--- config.mk ---
export PLATFORM = sky130hd
export DESIGN_NAME = exec_sequencer_flat
export DESIGN_NICKNAME = d
export VERILOG_FILES = /design/src/rtl/exec_sequencer_if.sv /design/src/rtl/exec_sequencer.sv /design/src/flat_wrapper.sv
export SDC_FILE = /design/constraint.sdc
export NUM_CORES = 1
export LEC_CHECK = 0
export CORE_MARGIN = 5
export CORE_UTILIZATION = 40
export CTS_CLUSTER_DIAMETER = 80
export DETAILED_ROUTE_END_ITERATION = 10
export HOLD_SLACK_MARGIN = 0.02
export PLACE_DENSITY = 0.81
export SKIP_CTS_REPAIR_TIMING = 1
export SYNTH_ARGS = -nofsm -noshare
export SYNTH_HDL_FRONTEND = slang
export SYNTH_SLANG_ARGS = --single-unit
export TNS_END_PERCENT = 5
--- constraint.sdc ---
create_clock -name clk -period 2.7 [get_ports clk]
set_input_delay 0.27 -clock clk [delete_from_list [all_inputs] [get_ports clk]]
set_output_delay 0.27 -clock clk [all_outputs]
set_load 0.005 [all_outputs]
--- src/rtl/exec_sequencer_if.sv ---
// Control/debug bundle between the run controller and the datapath / debug host.
// The sequencer uses the slave modport; the datapath or debug host uses master.
interface exec_sequencer_if #(
  parameter int CNT_W  = 16,
  parameter int ADDR_W = 8
);
  logic              run;
  logic              step;
  logic              halt_req;
  logic [ADDR_W-1:0] pc_addr;
  logic              bp_en;
  logic [ADDR_W-1:0] bp_addr;
  logic              pc_en;
  logic              commit;
  logic [1:0]        phase;
  logic              halted;
  logic              bp_hit;
  logic [CNT_W-1:0]  retired_cnt;
  logic [CNT_W-1:0]  cycle_cnt;

  modport master (
    output run, step, halt_req, pc_addr, bp_en, bp_addr,
    input  pc_en, commit, phase, halted, bp_hit, retired_cnt, cycle_cnt
  );

  modport slave (
    input  run, step, halt_req, pc_addr, bp_en, bp_addr,
    output pc_en, commit, phase, halted, bp_hit, retired_cnt, cycle_cnt
  );
endinterface

--- src/rtl/exec_sequencer.sv ---
// FETCH/EXEC/COMMIT run controller with run, step, halt, PC breakpoint and retire counter.
// Define EXEC_SEQ_CYCLE_CNT_EN to build the non-IDLE cycle counter; otherwise cycle_cnt reads 0.
module exec_sequencer #(
  parameter int CNT_W  = 16,
  parameter int ADDR_W = 8
) (
  input  logic              clk,
  input  logic              reset,
  exec_sequencer_if.slave   bus
);

  typedef enum logic [1:0] {
    S_IDLE   = 2'd0,
    S_FETCH  = 2'd1,
    S_EXEC   = 2'd2,
    S_COMMIT = 2'd3
  } state_t;

  state_t            state, state_nxt;
  logic              single_mode, single_mode_nxt;
  logic              skip_bp, skip_bp_nxt;
  logic              halt_pend, halt_pend_nxt;
  logic              bp_hit, bp_hit_nxt;
  logic [CNT_W-1:0]  retired_cnt;
  logic [ADDR_W-1:0] pc_cur;
  logic [ADDR_W-1:0] bp_pc;
  logic              bp_match;

  assign pc_cur   = bus.pc_addr;
  assign bp_pc    = bus.bp_addr;
  // skip_bp lets the instruction we stopped on execute once after a resume
  assign bp_match = bus.bp_en && (pc_cur == bp_pc) && !skip_bp;

  always_ff @(posedge clk or negedge reset) begin
    if (!reset) begin
      state       <= S_IDLE;
      single_mode <= 1'b0;
      skip_bp     <= 1'b0;
      halt_pend   <= 1'b0;
      bp_hit      <= 1'b0;
      retired_cnt <= '0;
    end else begin
      state       <= state_nxt;
      single_mode <= single_mode_nxt;
      skip_bp     <= skip_bp_nxt;
      halt_pend   <= halt_pend_nxt;
      bp_hit      <= bp_hit_nxt;
      if (state == S_COMMIT)
        retired_cnt <= retired_cnt + CNT_W'(1);
    end
  end

  always_comb begin
    state_nxt       = state;
    single_mode_nxt = single_mode;
    skip_bp_nxt     = skip_bp;
    halt_pend_nxt   = halt_pend;
    bp_hit_nxt      = bp_hit;
    unique case (state)
      S_IDLE: begin
        // a halt request coincident with run/step vetoes the start
        if (!bus.halt_req && (bus.run || bus.step)) begin
          state_nxt       = S_FETCH;
          single_mode_nxt = !bus.run;
          skip_bp_nxt     = 1'b1;
          bp_hit_nxt      = 1'b0;
        end
      end
      S_FETCH: begin
        if (bp_match) begin
          state_nxt     = S_IDLE;
          bp_hit_nxt    = 1'b1;
          halt_pend_nxt = 1'b0;
        end else begin
          state_nxt = S_EXEC;
          if (bus.halt_req) halt_pend_nxt = 1'b1;
        end
      end
      S_EXEC: begin
        state_nxt = S_COMMIT;
        if (bus.halt_req) halt_pend_nxt = 1'b1;
      end
      S_COMMIT: begin
        skip_bp_nxt   = 1'b0;
        halt_pend_nxt = 1'b0;
        if (single_mode || halt_pend || bus.halt_req)
          state_nxt = S_IDLE;
        else
          state_nxt = S_FETCH;
      end
      default: state_nxt = S_IDLE;
    endcase
  end

  assign bus.pc_en       = (state == S_COMMIT);
  assign bus.commit      = (state == S_COMMIT);
  assign bus.phase       = state;
  assign bus.halted      = (state == S_IDLE);
  assign bus.bp_hit      = bp_hit;
  assign bus.retired_cnt = retired_cnt;

`ifdef EXEC_SEQ_CYCLE_CNT_EN
  logic [CNT_W-1:0] cycle_cnt;

  always_ff @(posedge clk or negedge reset) begin
    if (!reset)
      cycle_cnt <= '0;
    else if (state != S_IDLE)
      cycle_cnt <= cycle_cnt + CNT_W'(1);
  end

  assign bus.cycle_cnt = cycle_cnt;
`else
  assign bus.cycle_cnt = '0;
`endif

endmodule

--- src/flat_wrapper.sv ---
// flat-port wrapper written by rule: the top's interface ports become plain ports
module exec_sequencer_flat 
#(
  parameter int CNT_W  = 16,
  parameter int ADDR_W = 8
)
  (clk, reset, bus_run, bus_step, bus_halt_req, bus_pc_addr, bus_bp_en, bus_bp_addr, bus_pc_en, bus_commit, bus_phase, bus_halted, bus_bp_hit, bus_retired_cnt, bus_cycle_cnt);
  exec_sequencer_if #(.CNT_W(CNT_W), .ADDR_W(ADDR_W)) bus_i ();
  input  logic clk;
  input  logic reset;
  input wire logic [$bits(bus_i.run)-1:0] bus_run;
  input wire logic [$bits(bus_i.step)-1:0] bus_step;
  input wire logic [$bits(bus_i.halt_req)-1:0] bus_halt_req;
  input wire logic [$bits(bus_i.pc_addr)-1:0] bus_pc_addr;
  input wire logic [$bits(bus_i.bp_en)-1:0] bus_bp_en;
  input wire logic [$bits(bus_i.bp_addr)-1:0] bus_bp_addr;
  output wire logic [$bits(bus_i.pc_en)-1:0] bus_pc_en;
  output wire logic [$bits(bus_i.commit)-1:0] bus_commit;
  output wire logic [$bits(bus_i.phase)-1:0] bus_phase;
  output wire logic [$bits(bus_i.halted)-1:0] bus_halted;
  output wire logic [$bits(bus_i.bp_hit)-1:0] bus_bp_hit;
  output wire logic [$bits(bus_i.retired_cnt)-1:0] bus_retired_cnt;
  output wire logic [$bits(bus_i.cycle_cnt)-1:0] bus_cycle_cnt;
  assign bus_i.run = bus_run;
  assign bus_i.step = bus_step;
  assign bus_i.halt_req = bus_halt_req;
  assign bus_i.pc_addr = bus_pc_addr;
  assign bus_i.bp_en = bus_bp_en;
  assign bus_i.bp_addr = bus_bp_addr;
  assign bus_pc_en = bus_i.pc_en;
  assign bus_commit = bus_i.commit;
  assign bus_phase = bus_i.phase;
  assign bus_halted = bus_i.halted;
  assign bus_bp_hit = bus_i.bp_hit;
  assign bus_retired_cnt = bus_i.retired_cnt;
  assign bus_cycle_cnt = bus_i.cycle_cnt;
  exec_sequencer #(.CNT_W(CNT_W), .ADDR_W(ADDR_W)) u_core (.clk(clk), .reset(reset), .bus(bus_i));
endmodule
### Word-level counts from Yosys, hierarchy flattened

Index checks and enable logic that the tools add are counted.
W data, S select, Z words.

* register bits after elaboration: 22
* input bits: 22
* output and inout bits: 38
* word-level logic and storage cells: 41

* $add $sub $neg: 1
* equal/unequal tests: 6
* muxes and demuxes: 12
* reductions and logical operators: 16

Operators with widths (count)
* $add A16 B1 Y16 const B: 1
* $eq A8 B8 Y1: 1
* $pmux W2 S4: 1
* $mux W1: 6
* $eq A2 B2 Y1 const B: 2
* $mux W2: 2
* $ne A2 B1 Y1 const B: 2
* $pmux W1 S2: 2
* $reduce_and A2 Y1: 2
* $reduce_bool A2 Y1: 2
* $logic_and A1 B1 Y1: 3
* $logic_not A1 Y1: 3
* $logic_or A1 B1 Y1: 3
* $pmux W1 S3: 1
* $reduce_and A3 Y1: 1
* $reduce_bool A3 Y1: 1
* $eq A2 B1 Y1 const B: 1
* $logic_not A2 Y1: 1

### Longest topological paths before layout

* word-level depth: 5
* depth in mapped cells: 5
* gate-level depth less buffers: 5

### Worst setup path after synthesis

OpenSTA, ideal clock, no wires.

* kind: register to register
* from: register u_core.state[0], in the netlist u_core.bus.phase[0]
* to: register u_core.retired_cnt[15], in the netlist u_core.bus.retired_cnt[15]
* setup time: 0.079 ns
* data arrival time: 1.340 ns
* required time: 2.621 ns
* setup slack: 1.281 ns
* stages on the path, launching flop included: 6
* path buffers: 1
* clock period less this slack: 1.419 ns
* cell sequence: dfrtp_1 buf_2 nand2_2 or3_4 nor3_2 xor2_1

* word-level cells in the longest chain between the ends: 1

RTL lines
* start: declaration: RTL line exec_sequencer.sv:19 `state_t state, state_nxt;`
* start signal: assignment: RTL line exec_sequencer.sv:43 `state <= state_nxt;`
* $eq A2 B2 Y1: RTL line exec_sequencer.sv:48 `if (state == S_COMMIT)`
* end signal: assignment: RTL line exec_sequencer.sv:49 `retired_cnt <= retired_cnt + CNT_W'(1);`
* end: declaration: RTL line exec_sequencer.sv:24 `logic [CNT_W-1:0] retired_cnt;`

Every way passes these cells.
A chain may end at the register's enable or synchronous reset.

### Worst setup path after layout

* from: register u_core.state[0], in the netlist u_core.bus.phase[0]
* to: output bus_commit

* word-level cells in the longest chain between the ends: 1

RTL lines
* $eq A2 B2 Y1: RTL line exec_sequencer.sv:96 `assign bus.commit = (state == S_COMMIT);`
* end: declaration: RTL line flat_wrapper.sv:18 `output wire logic [$bits(bus_i.commit)-1:0] bus_commit;`

Every way passes these cells.

==> qor.log <==
qor: routing.routed_wl 2520 um
qor: routing.post_drt_wl_per_cell 13.3 um
qor: logic_synthesis.yosys_reg_bits 22
qor: timing.final_hold_violation_count 0
qor: hold_path.hold_path.startpoint u_core.bus.retired_cnt[15]
qor: floorplanning.die_y 64.2 um
qor: logic_synthesis.synth_top_family_by_area simple AND/OR/NAND/NOR gates
qor: global_route.grt.overflow.total 0
qor: cts.clk_path_buf_depth 2
qor: placement.hpwl_after_detailed_placement 2060 um
qor: cts.tritoncts yes
qor: logic_synthesis.synth_simple_gate_area_share 18.1%
qor: floorplanning.std_cell_rows 19
qor: floorplanning.start_util 42.3%
qor: worst_setup_path.timing.critical_path.required 2.43 ns
qor: timing.timing.setup.tns 0 ns
qor: worst_setup_path.worst_path_fanout_max 10
qor: routing.drtIter0Drc 54
qor: power.power_leakage 0.695 nW
qor: timing.setup_violations 0
qor: cts.tritoncts_num_sinks 22
qor: global_route.first_global_vias 920
qor: routing.remaining_antenna_violation_count 0
qor: worst_setup_path.slowest_delay 0.56 ns
qor: logic_synthesis.dominantRegCellSynth sky130_fd_sc_hd__dfrtp_1
qor: worst_setup_path.cp-end-kind output port
qor: cts.clkLatencyLatePin 0.30 ns
qor: worst_setup_path.path_delay_family buffers and inverters
qor: finish.antenna_cell_count 0
qor: logic_synthesis.netlist_instances 116
qor: timing.final_max_slew_viol_count 0
qor: global_route.gr-usage-all-layers 12.6%
qor: cts.cts_clk_pin_slew_worst_paths 0.12 ns
qor: timing.timing.slew.headroom 35.8%
qor: logic_synthesis.synth-seq-area-share 46.8%
qor: hold_path.hp-class flop to flop
qor: timing.min_clock_period_post_route 2.02 ns
qor: logic_synthesis.netlist_area 1180 um^2
qor: logic_synthesis.synth_fa_ha_area_share 1.06%
qor: finish.syn_to_final_growth 35.3%
qor: worst_setup_path.worstPathCellList nand2_2 -> inv_1 -> clkdlybuf4s50_1
qor: floorplanning.die_width 64.2 um
qor: hold_path.timing.hold.worst_path_depth 1
qor: timing.max_slew.worst_pin.slew 0.960 ns
qor: cts.cts.root.buffer_cell sky130_fd_sc_hd__clkbuf_4
qor: logic_synthesis.synth.mux.area_fraction 0%
qor: routing.vias 910
qor: routing.number_of_remaining_drc_errors 0
qor: finish.nets 184
qor: worst_setup_path.timing.critical_path.from_type flop
qor: logic_synthesis.synth-edff-count 0
qor: timing.max_freq 0.494 GHz
qor: routing.routed_via_density 4.79
qor: placement.gpl.final_weighted_congestion 0.784
qor: global_route.grt_first_pass_wirelength 4280 um
qor: global_route.grt_antenna_before_repair 0
qor: floorplanning.dieArea 4120 um^2
qor: power.vdd.ir_drop.worst 0.477 mV
qor: finish.final_layout_size_suffix_gt1_share 4.40%
qor: power.power_density 669 nW/um^2
qor: worst_setup_path.worstReg2RegEnd u_core.bus.retired_cnt[15]
qor: logic_synthesis.synth_xor_xnor_area_share 17.1%
qor: worst_setup_path.cp_data_arrival_time 1.75 ns
qor: worst_setup_path.reg2regPathDepth 4
qor: routing.drt-pass1-iter-count 4
qor: worst_setup_path.timing_worst_setup_path_type flop to output port
qor: timing.min_period_over_period 75.0%
qor: cts.cts_made_buffers 3
qor: worst_setup_path.r2r_slack 1.11 ns
qor: placement.port-buffer-count 43
qor: flow_run.cap_violations 0
qor: logic_synthesis.synth_compound_area_share 4.68%
qor: finish.post-route-util 57.2%
qor: run_status.outcome finished, final reports clean
qor: logic_synthesis.synth_warnings 0
qor: cts.cts_max_level 1
qor: logic_synthesis.postSynth.asyncResetShare 100%
qor: worst_setup_path.critPathSlowestCell sky130_fd_sc_hd__dfrtp_1
qor: worst_setup_path.r2r-start u_core.bus.phase[0]
qor: floorplanning.core_footprint 2780 um^2
qor: global_route.grt_max_degree 23
qor: logic_synthesis.ys_types 28
qor: logic_synthesis.avgSynthCellArea 10.1 um^2
qor: worst_setup_path.cp_buf_inv_count 2
qor: timing.rsz0062_at_grt no
qor: hold_path.hold_crit_endpoint u_core.bus.retired_cnt[15]
qor: timing.worst_clock_skew 0.00643 ns
qor: floorplanning.ios 60
[cell type report]
class,count,area [um^2]
Clock buffer,3,22.5
Fill cell,251,1190
Inverter,2,7.51
Multi-Input combinational cell,89,542
Sequential cell,22,551
Tap cell,31,38.8
Timing Repair Buffer,43,430
[sequential cells by signal, summed over array words and instances, names as in the netlist, named ones only]
signal	count
u_core.single_mode	1
u_core.bus.retired_cnt	16
u_core.skip_bp	1
u_core.bus.phase	1
u_core.bus.bp_hit	1
u_core.halt_pend	1
[stage by stage]
step	instances	setup WS, ns	cell area, um^2	power (mW)	hold slack [ns]
2_1_floorplan	131	1.28	1230	0.713	-0.0256
4_1_cts	190	0.687	1590	1.07	0.476
6_report	190	0.676	1590	1.06	0.470
5_1_grt	190	0.529	1590	1.15	0.510
3_5_place_dp	187	0.956	1570	0.924	0.456
3_3_place_gp	187	1.04	1570	0.913	0.457
[synthesized netlist by cell type (3+ instances only)]
cell type / n / area, um^2
sky130_fd_sc_hd__nor2_1: 8 / 30.0
sky130_fd_sc_hd__buf_4: 17 / 128
sky130_fd_sc_hd__a21oi_1: 3 / 15.0
sky130_fd_sc_hd__nand3_1: 4 / 20.0
sky130_fd_sc_hd__dfrtp_1: 22 / 551
sky130_fd_sc_hd__nor3_1: 3 / 15.0
sky130_fd_sc_hd__nand4_1: 6 / 37.5
sky130_fd_sc_hd__xnor2_1: 15 / 131
sky130_fd_sc_hd__xor2_1: 8 / 70.1
sky130_fd_sc_hd__nand2_1: 9 / 33.8
[report_power, final]
group	total [mW]	switching (mW)	internal, mW
Combinational	0.399	0.156	0.243
Clock	0.147	0.0951	0.0521
Sequential	0.518	0.110	0.408
Total	1.06	0.361	0.703
[worst reg2reg max path, cell delays in order, from the launching register on]
cell	delay [ns]
sky130_fd_sc_hd__dfrtp_1	0.56
sky130_fd_sc_hd__nand2_2	0.16
sky130_fd_sc_hd__or3_4	0.45
sky130_fd_sc_hd__nor3_2	0.20
sky130_fd_sc_hd__xor2_1	0.16
[logic make-up (layout without fill, tap and decap cells)]
logic type | Yosys count | in the layout
DFF | 22 | 22
adders and majority gates | 1 | 1
xor gates and xnor gates | 23 | 23
other | 1 | 16
buffers and inverters | 20 | 48
AOI/OAI and AO/OA | 9 | 9
and+or+nand+nor | 40 | 40
[cell usage in the layout, fill, tap and decap left out]
cell type,n
sky130_fd_sc_hd__ha_1,1
sky130_fd_sc_hd__clkdlybuf4s50_1,43
sky130_fd_sc_hd__inv_1,2
sky130_fd_sc_hd__o21ai_0,2
sky130_fd_sc_hd__nor3b_1,2
sky130_fd_sc_hd__nor4_1,1
sky130_fd_sc_hd__nand4_1,6
sky130_fd_sc_hd__xnor2_1,15
sky130_fd_sc_hd__a21o_1,1
sky130_fd_sc_hd__o31ai_1,1
sky130_fd_sc_hd__nor3_2,1
sky130_fd_sc_hd__conb_1,16
sky130_fd_sc_hd__a21oi_1,3
sky130_fd_sc_hd__nand2_1,9
sky130_fd_sc_hd__o22ai_1,1
sky130_fd_sc_hd__xor2_1,8
sky130_fd_sc_hd__a22o_1,1
sky130_fd_sc_hd__or3_4,1
sky130_fd_sc_hd__nor2_1,8
sky130_fd_sc_hd__and2_1,1
sky130_fd_sc_hd__nor3_1,3
sky130_fd_sc_hd__nand2_2,1
sky130_fd_sc_hd__or2_2,1
sky130_fd_sc_hd__clkbuf_4,3
sky130_fd_sc_hd__dfrtp_1,22
sky130_fd_sc_hd__and4_1,1
sky130_fd_sc_hd__nor2b_1,1
sky130_fd_sc_hd__nand3_1,4
[worst max path at each step]
stage,slack [ns],endpoint,start,cells past startpoint
global route,0.53,bus_commit,u_core.bus.phase[0],3
finish,0.68,bus_commit,u_core.bus.phase[0],3
detailed placement,0.96,u_core.bus.bp_hit,bus_pc_addr[6],5
floorplan,1.28,u_core.bus.retired_cnt[15],u_core.bus.phase[0],5
CTS,0.69,bus_pc_en,u_core.bus.phase[0],3
global placement,1.04,u_core.bus.bp_hit,bus_bp_addr[6],5
[routing by layer]
layer / vias to the layer above / part of all wire [%] / GRT usage (%)
met1: 417 / 38 / 14.8
met2: 51 / 51 / 22.0
li1: 442 / - / -
met4: 0 / 0 / 3.05
met5: - / 0 / 0
met3: 0 / 11 / 4.20
Note: power is estimated with default switching activity, not from simulation.
